--- src/rtl/seg7_scan_ctrl_pkg.sv ---
// Shared definitions for the 7-segment scanner: dark-segment pattern and the
// active-low hex glyph table ({g,f,e,d,c,b,a}).
package seg7_scan_ctrl_pkg;

  localparam logic [6:0] SEG_OFF = 7'h7F;

  function automatic logic [6:0] hex2seg(input logic [3:0] hex);
    logic [6:0] glyph;
    case (hex)
      4'h0:    glyph = 7'h40;
      4'h1:    glyph = 7'h79;
      4'h2:    glyph = 7'h24;
      4'h3:    glyph = 7'h30;
      4'h4:    glyph = 7'h19;
      4'h5:    glyph = 7'h12;
      4'h6:    glyph = 7'h02;
      4'h7:    glyph = 7'h78;
      4'h8:    glyph = 7'h00;
      4'h9:    glyph = 7'h10;
      4'hA:    glyph = 7'h08;
      4'hB:    glyph = 7'h03;
      4'hC:    glyph = 7'h46;
      4'hD:    glyph = 7'h21;
      4'hE:    glyph = 7'h06;
      default: glyph = 7'h0E;
    endcase
    return glyph;
  endfunction

endpackage

--- src/rtl/hex_to_seg7.sv ---
// Combinational hex nibble to active-low 7-segment glyph decoder.
module hex_to_seg7
  import seg7_scan_ctrl_pkg::*;
(
  input  logic [3:0] nibble,
  output logic [6:0] seg_n
);

  assign seg_n = hex2seg(nibble);

endmodule

--- src/rtl/seg7_scan_ctrl.sv ---
// Time-multiplexed 7-segment scanner. Display data is snapshotted once per frame
// so a digit never shows a mix of old and new values; all outputs are registered.
module seg7_scan_ctrl
  import seg7_scan_ctrl_pkg::*;
#(
  parameter int NUM_DIGITS = 8,
  parameter int DIV_COUNT  = 100000,
  parameter int GUARD      = 16
) (
  input  logic                      clk,
  input  logic                      rst,
  input  logic [4*NUM_DIGITS-1:0]   value,
  input  logic [NUM_DIGITS-1:0]     blank,
  input  logic [NUM_DIGITS-1:0]     dp,
  input  logic                      enable,
  output logic [NUM_DIGITS-1:0]     an,
  output logic [6:0]                seg,
  output logic                      dp_n,
  output logic                      frame_tick
);

  localparam int IDX_W = $clog2(NUM_DIGITS);
  localparam int CNT_W = $clog2(DIV_COUNT);

  localparam logic [IDX_W-1:0]      IDX_LAST = IDX_W'(NUM_DIGITS - 1);
  localparam logic [CNT_W-1:0]      CNT_LAST = CNT_W'(DIV_COUNT - 1);
  localparam logic [CNT_W-1:0]      GUARD_C  = CNT_W'(GUARD);
  localparam logic [NUM_DIGITS-1:0] AN_OFF   = '1;

  logic [CNT_W-1:0]        cnt;
  logic [IDX_W-1:0]        idx;
  logic [4*NUM_DIGITS-1:0] shadow_value;
  logic [NUM_DIGITS-1:0]   shadow_blank;
  logic [NUM_DIGITS-1:0]   shadow_dp;

  logic                    slot_tick;
  logic                    frame_end;
  logic                    guard_ok;
  logic                    lit;
  logic [3:0]              sel_nib;
  logic                    sel_blank;
  logic                    sel_dp;
  logic [6:0]              sel_seg;
  logic [NUM_DIGITS-1:0]   an_next;

  assign slot_tick = (cnt == CNT_LAST);
  assign frame_end = slot_tick && (idx == IDX_LAST);

  // A zero-length guard would make the comparison constant, so it is elided.
  if (GUARD == 0) begin : g_no_guard
    assign guard_ok = 1'b1;
  end else begin : g_guard
    assign guard_ok = (cnt >= GUARD_C);
  end

  always_comb begin
    // NOTE: every always_comb output gets a default first so no path can infer a latch.
    sel_nib   = '0;
    sel_blank = 1'b0;
    sel_dp    = 1'b0;
    for (int k = 0; k < NUM_DIGITS; k++) begin
      if (idx == IDX_W'(k)) begin
        sel_nib   = shadow_value[4*k +: 4];
        sel_blank = shadow_blank[k];
        sel_dp    = shadow_dp[k];
      end
    end
    lit = enable && !sel_blank && guard_ok;
    an_next = AN_OFF;
    for (int k = 0; k < NUM_DIGITS; k++) begin
      if (idx == IDX_W'(k)) an_next[k] = ~lit;
    end
  end

  hex_to_seg7 u_hex_to_seg7 (
    .nibble (sel_nib),
    .seg_n  (sel_seg)
  );

  // NOTE: sequential state uses non-blocking assignments so every register samples pre-edge values.
  always_ff @(posedge clk) begin
    if (rst) begin
      cnt          <= '0;
      idx          <= '0;
      // NOTE: the shadow registers are reset deliberately; the first frame must show zeros, not X.
      shadow_value <= '0;
      shadow_blank <= '0;
      shadow_dp    <= '0;
      frame_tick   <= 1'b0;
      an           <= AN_OFF;
      seg          <= SEG_OFF;
      dp_n         <= 1'b1;
    end else begin
      cnt <= slot_tick ? '0 : cnt + 1'b1;
      if (slot_tick) begin
        idx <= (idx == IDX_LAST) ? '0 : idx + 1'b1;
      end
      if (frame_end) begin
        shadow_value <= value;
        shadow_blank <= blank;
        shadow_dp    <= dp;
      end
      frame_tick <= frame_end;
      an         <= an_next;
      seg        <= lit ? sel_seg : SEG_OFF;
      dp_n       <= ~(lit && sel_dp);
    end
  end

endmodule

--- config.mk ---
export PLATFORM = sky130hd
export DESIGN_NAME = seg7_scan_ctrl
export DESIGN_NICKNAME = d
export VERILOG_FILES = /design/src/rtl/seg7_scan_ctrl_pkg.sv /design/src/rtl/hex_to_seg7.sv /design/src/rtl/seg7_scan_ctrl.sv
export SDC_FILE = /design/constraint.sdc
export NUM_CORES = 1
export LEC_CHECK = 0
export BUFFER_PORTS_ARGS = -buffer_cell sky130_fd_sc_hd__buf_2
export CORE_MARGIN = 5
export CORE_UTILIZATION = 38
export CTS_BUF_LIST = sky130_fd_sc_hd__clkbuf_16
export CTS_CLUSTER_SIZE = 25
export DETAILED_ROUTE_END_ITERATION = 10
export GPL_TIMING_DRIVEN = 0
export SYNTH_ARGS = -nofsm -noshare
export SYNTH_HDL_FRONTEND = slang
export SYNTH_SLANG_ARGS = --single-unit
--- constraint.sdc ---
create_clock -name clk -period 9.9 [get_ports clk]
set_clock_uncertainty 0.2 [all_clocks]
set_input_delay 0.495 -clock clk [delete_from_list [all_inputs] [get_ports clk]]
set_output_delay 0.495 -clock clk [all_outputs]
set_load 0.02 [all_outputs]
==> flow_summary_export.csv <==
group,metric,value,unit
logic_synthesis,post_synth_inst_count,376,
logic_synthesis,synth_fp_nets,441,
cts,cts_buffers,9,
final_layout,area_growth,21.35,%
logic_synthesis,synth_sequential_area_ratio,0.4661,
logic_synthesis,primary_ff_master_synth,"sky130_fd_sc_hd__dfxtp_1",
final_layout,nNetsFinal,519,
final_layout,drive_gt1_frac,0.2205,
logic_synthesis,yosys_warnings,0,
floorplan,num_io_pins,68,
cts,clk_latency,0.33,ns
placed_design,detailedPlacementHpwl,6691,um
flow_run,cap_viol_max_count,0,
timing,period_share,0.4191,
logic_synthesis,synth_top_area_cell,"sky130_fd_sc_hd__dfxtp_1",
timing,setup_viol,0,
setup_path,max_stage_delay,0.70,ns
setup_path,cp.buffers_inverters,4,
setup_path,timing.setup.critical_path_class,"flip-flop to flip-flop",
detailed_routing,dr_iter_0_viols,131,
cts,post_cts.resized_instances,0,
logic_synthesis,multiplexer_fraction_of_the_synthesized_cell_area,0.02228,
floorplan,floorplan.initialDensity,0.3933,
cts,clock_sink_count,85,
floorplan,fp.dieH,108.0,um
detailed_routing,firstDrtPassIters,4,
setup_path,critPathArrivalTime,4.15,ns
logic_synthesis,synth-compound-area-share,0.2252,
setup_path,critPathMaxFanout,10,
logic_synthesis,synth_top_cells_by_area,"sky130_fd_sc_hd__dfxtp_1 47%, sky130_fd_sc_hd__a22o_1 12%, sky130_fd_sc_hd__ha_1 4.8%",
final_layout,highest_count_cells_in_the_layout_ignoring_fill_and_taps,"85 x sky130_fd_sc_hd__dfxtp_1, 81 x sky130_fd_sc_hd__buf_2, 48 x sky130_fd_sc_hd__a22o_1, 27 x sky130_fd_sc_hd__nand2_1, 23 x sky130_fd_sc_hd__nor2_1",
logic_synthesis,synth_top_family_by_area,"compound AO/OA/AOI/OAI gates",
logic_synthesis,number_of_distinct_library_cells_after_synthesis,54,
global_route,grt_pass1_wl,14480,um
global_route,grt_antenna_before_repair,0,
cts,cts_tree,"built",
global_route,leftover_overflow_at_the_end_of_global_routing,0,
global_route,global_route.usage.total,0.1559,
global_route,first_global_vias,2986,
cts,cts.reportedPaths.clkPinSlew,0.06,ns
timing,unrepaired_setup_endpoints_after_global_routing,"no",
placed_design,gp_congestion,0.9064,
detailed_routing,routed_via_density,5.141,
cts,cts_max_path_buffers,2,
floorplan,chipWidth,108.0,um
detailed_routing,drtAntennaViolNets,0,
logic_synthesis,synth_xor_area_frac,0.03358,
timing,final.setup.tns,0,ns
timing,worst_slew_margin_rel,0.4543,
timing,finalHoldViolCount,0,
logic_synthesis,postSynthAreaPerCell,9.710,um^2
detailed_routing,wl_per_cell,15.34,um
logic_synthesis,synth_enable_flop_cells,0,
logic_synthesis,yosys.area_share.simple,0.1487,
setup_path,crit_path_cell_trace,"clkbuf_1 > inv_1 > ha_1 > clkbuf_1 > or2_1 > o211ai_1 > a2111oi_0 > nor3_1 > inv_1 > ha_1 > o21ai_0 > a21boi_1 > o221ai_1",
final_layout,most_frequent_standard_cell_in_the_layout_excluding_fill_and_tap_cells,"sky130_fd_sc_hd__dfxtp_1",
detailed_routing,total_detailed_routing_wirelength,9005,um
timing,tightest_slew,0.8123,ns
timing,slew_violations,0,
setup_path,crit_family,"simple AND/OR/NAND/NOR gates",
final_layout,insertedDiodeCount,0,
detailed_routing,via_count,3018,
global_route,grt_start_max_net_pins,14,
cts,post_cts.repair.setup_buffers,0,
cts,hold_buffers,0,
timing,final.min_clock_period,4.149,ns
setup_path,worstSetupStartpointType,"flip-flop",
floorplan,die_area,11670,um^2
pwr,power.density,154.3,nW/um^2
cts,htree_depth,3,
setup_path,timing.critical_path.to_type,"flip-flop",
pwr,p_leak,0.001761,uW
pwr,ir_worst_vdd,0.07243,mV
hold_path,hold_path.class,"primary input to flip-flop",
logic_synthesis,ys_seq_elements,85,
timing,fmax,0.2410,GHz
placed_design,io_buffers,67,
logic_synthesis,synth_top_cell_area_share,0.4661,
setup_path,cp_data_required_time,9.90,ns
timing,hold_ws,0.1671,ns
logic_synthesis,synthesis.area,3651,um^2
logic_synthesis,synthArstFlopShare,0,
cts,cts.root.buffer_cell,"sky130_fd_sc_hd__clkbuf_16",
floorplan,num_rows,35,
logic_synthesis,synthAdderAreaFrac,0.04798,
setup_path,r2r_setup_slack,5.75,ns
floorplan,core,9284,um^2
setup_path,slowest_library_cell_on_the_worst_path,"sky130_fd_sc_hd__nor3_1",
status,run_status,"complete, no violations",
detailed_routing,post-route-drc-count,0,
## worst paths after layout
| path | end | cells after the start | start |
|---|---|---|---|
| max | seg[5] | 13 | idx[2] |
| min | shadow_blank[6] | 2 | blank[6] |
| max reg2reg | seg[5] | 13 | idx[2] |
| min reg2reg | cnt[0] | 1 | cnt[0] |
## stage by stage
step / setup WS [ns] / total power [uW] / cell area, um^2 / utilization / cells
floorplan: 6.719 / 358.0 / 3651 / - / 376
global placement: 5.933 / 370.8 / 4148 / 0.4468 / 572
detailed placement: 5.870 / 371.1 / 4148 / 0.4468 / 572
CTS: 5.818 / 689.2 / 4431 / 0.4772 / 587
global route: 5.432 / 705.1 / 4431 / 0.4772 / 587
finish: 5.751 / 683.6 / 4431 / 0.4772 / 587
## state kept, by name, indices dropped and copies added, names as in the netlist
register	flops
idx	3
shadow_blank	8
dp_n	1
frame_tick	1
cnt	17
shadow_value	32
seg	7
shadow_dp	8
an	8
## cells in the mapped netlist (all sizes together) (2+ instances only)
library cell and count:
dfxtp 85, a22o 48, nand2 27, nor2 24, buf 18, inv 18
a21oi 16, ha 14, nand3 13, clkbuf 9, xor2 9, mux2i 7
nand3b 7, o21ai 7, nand4 5, xnor2 5, a221oi 4, and2 4
and3 4, nor3 4, o211ai 4, o221ai 4, a211oi 3, a2bb2oi 3
nor2b 3, o311ai 3, or2 3, or3 3, a31oi 2, nor3b 2
nor4 2, o211a 2
## logic make-up after synthesis
kind of cell,after synthesis
AND/OR/NAND/NOR,105
adder cells (fa/ha/maj),14
multiplexers,8
buffers and inverters,45
XOR/XNOR,14
flip-flops,85
AO/OA/AOI/OAI,105
## area by class of cell
type | count | area [um^2]
well taps | 129 | 161.4
multi-input cells | 246 | 1744
clock buffers | 9 | 225.2
flip-flops and latches | 85 | 1702
fillers | 934 | 4853
inverters | 18 | 67.56
plain buffers | 27 | 137.6
repair buffers | 67 | 335.3
clock inverters | 6 | 57.56
## where the power goes
group / total (uW) / internal [uW] / switching [uW] / leakage, uW
sequential: 344 / 343 / 0.962 / 0.000686
combinational: 19.4 / 9.37 / 10.1 / 0.000936
clock: 320 / 192 / 129 / 0.000140
## routing by layer
layer,share of wire,routed length (um),track usage
met4,0.0087,78,0.03246
met3,0.050,449,0.04537
met2,0.45,4083,0.2478
met5,0,0,0
met1,0.49,4392,0.2113
Note: power is estimated with default switching activity, not from simulation.
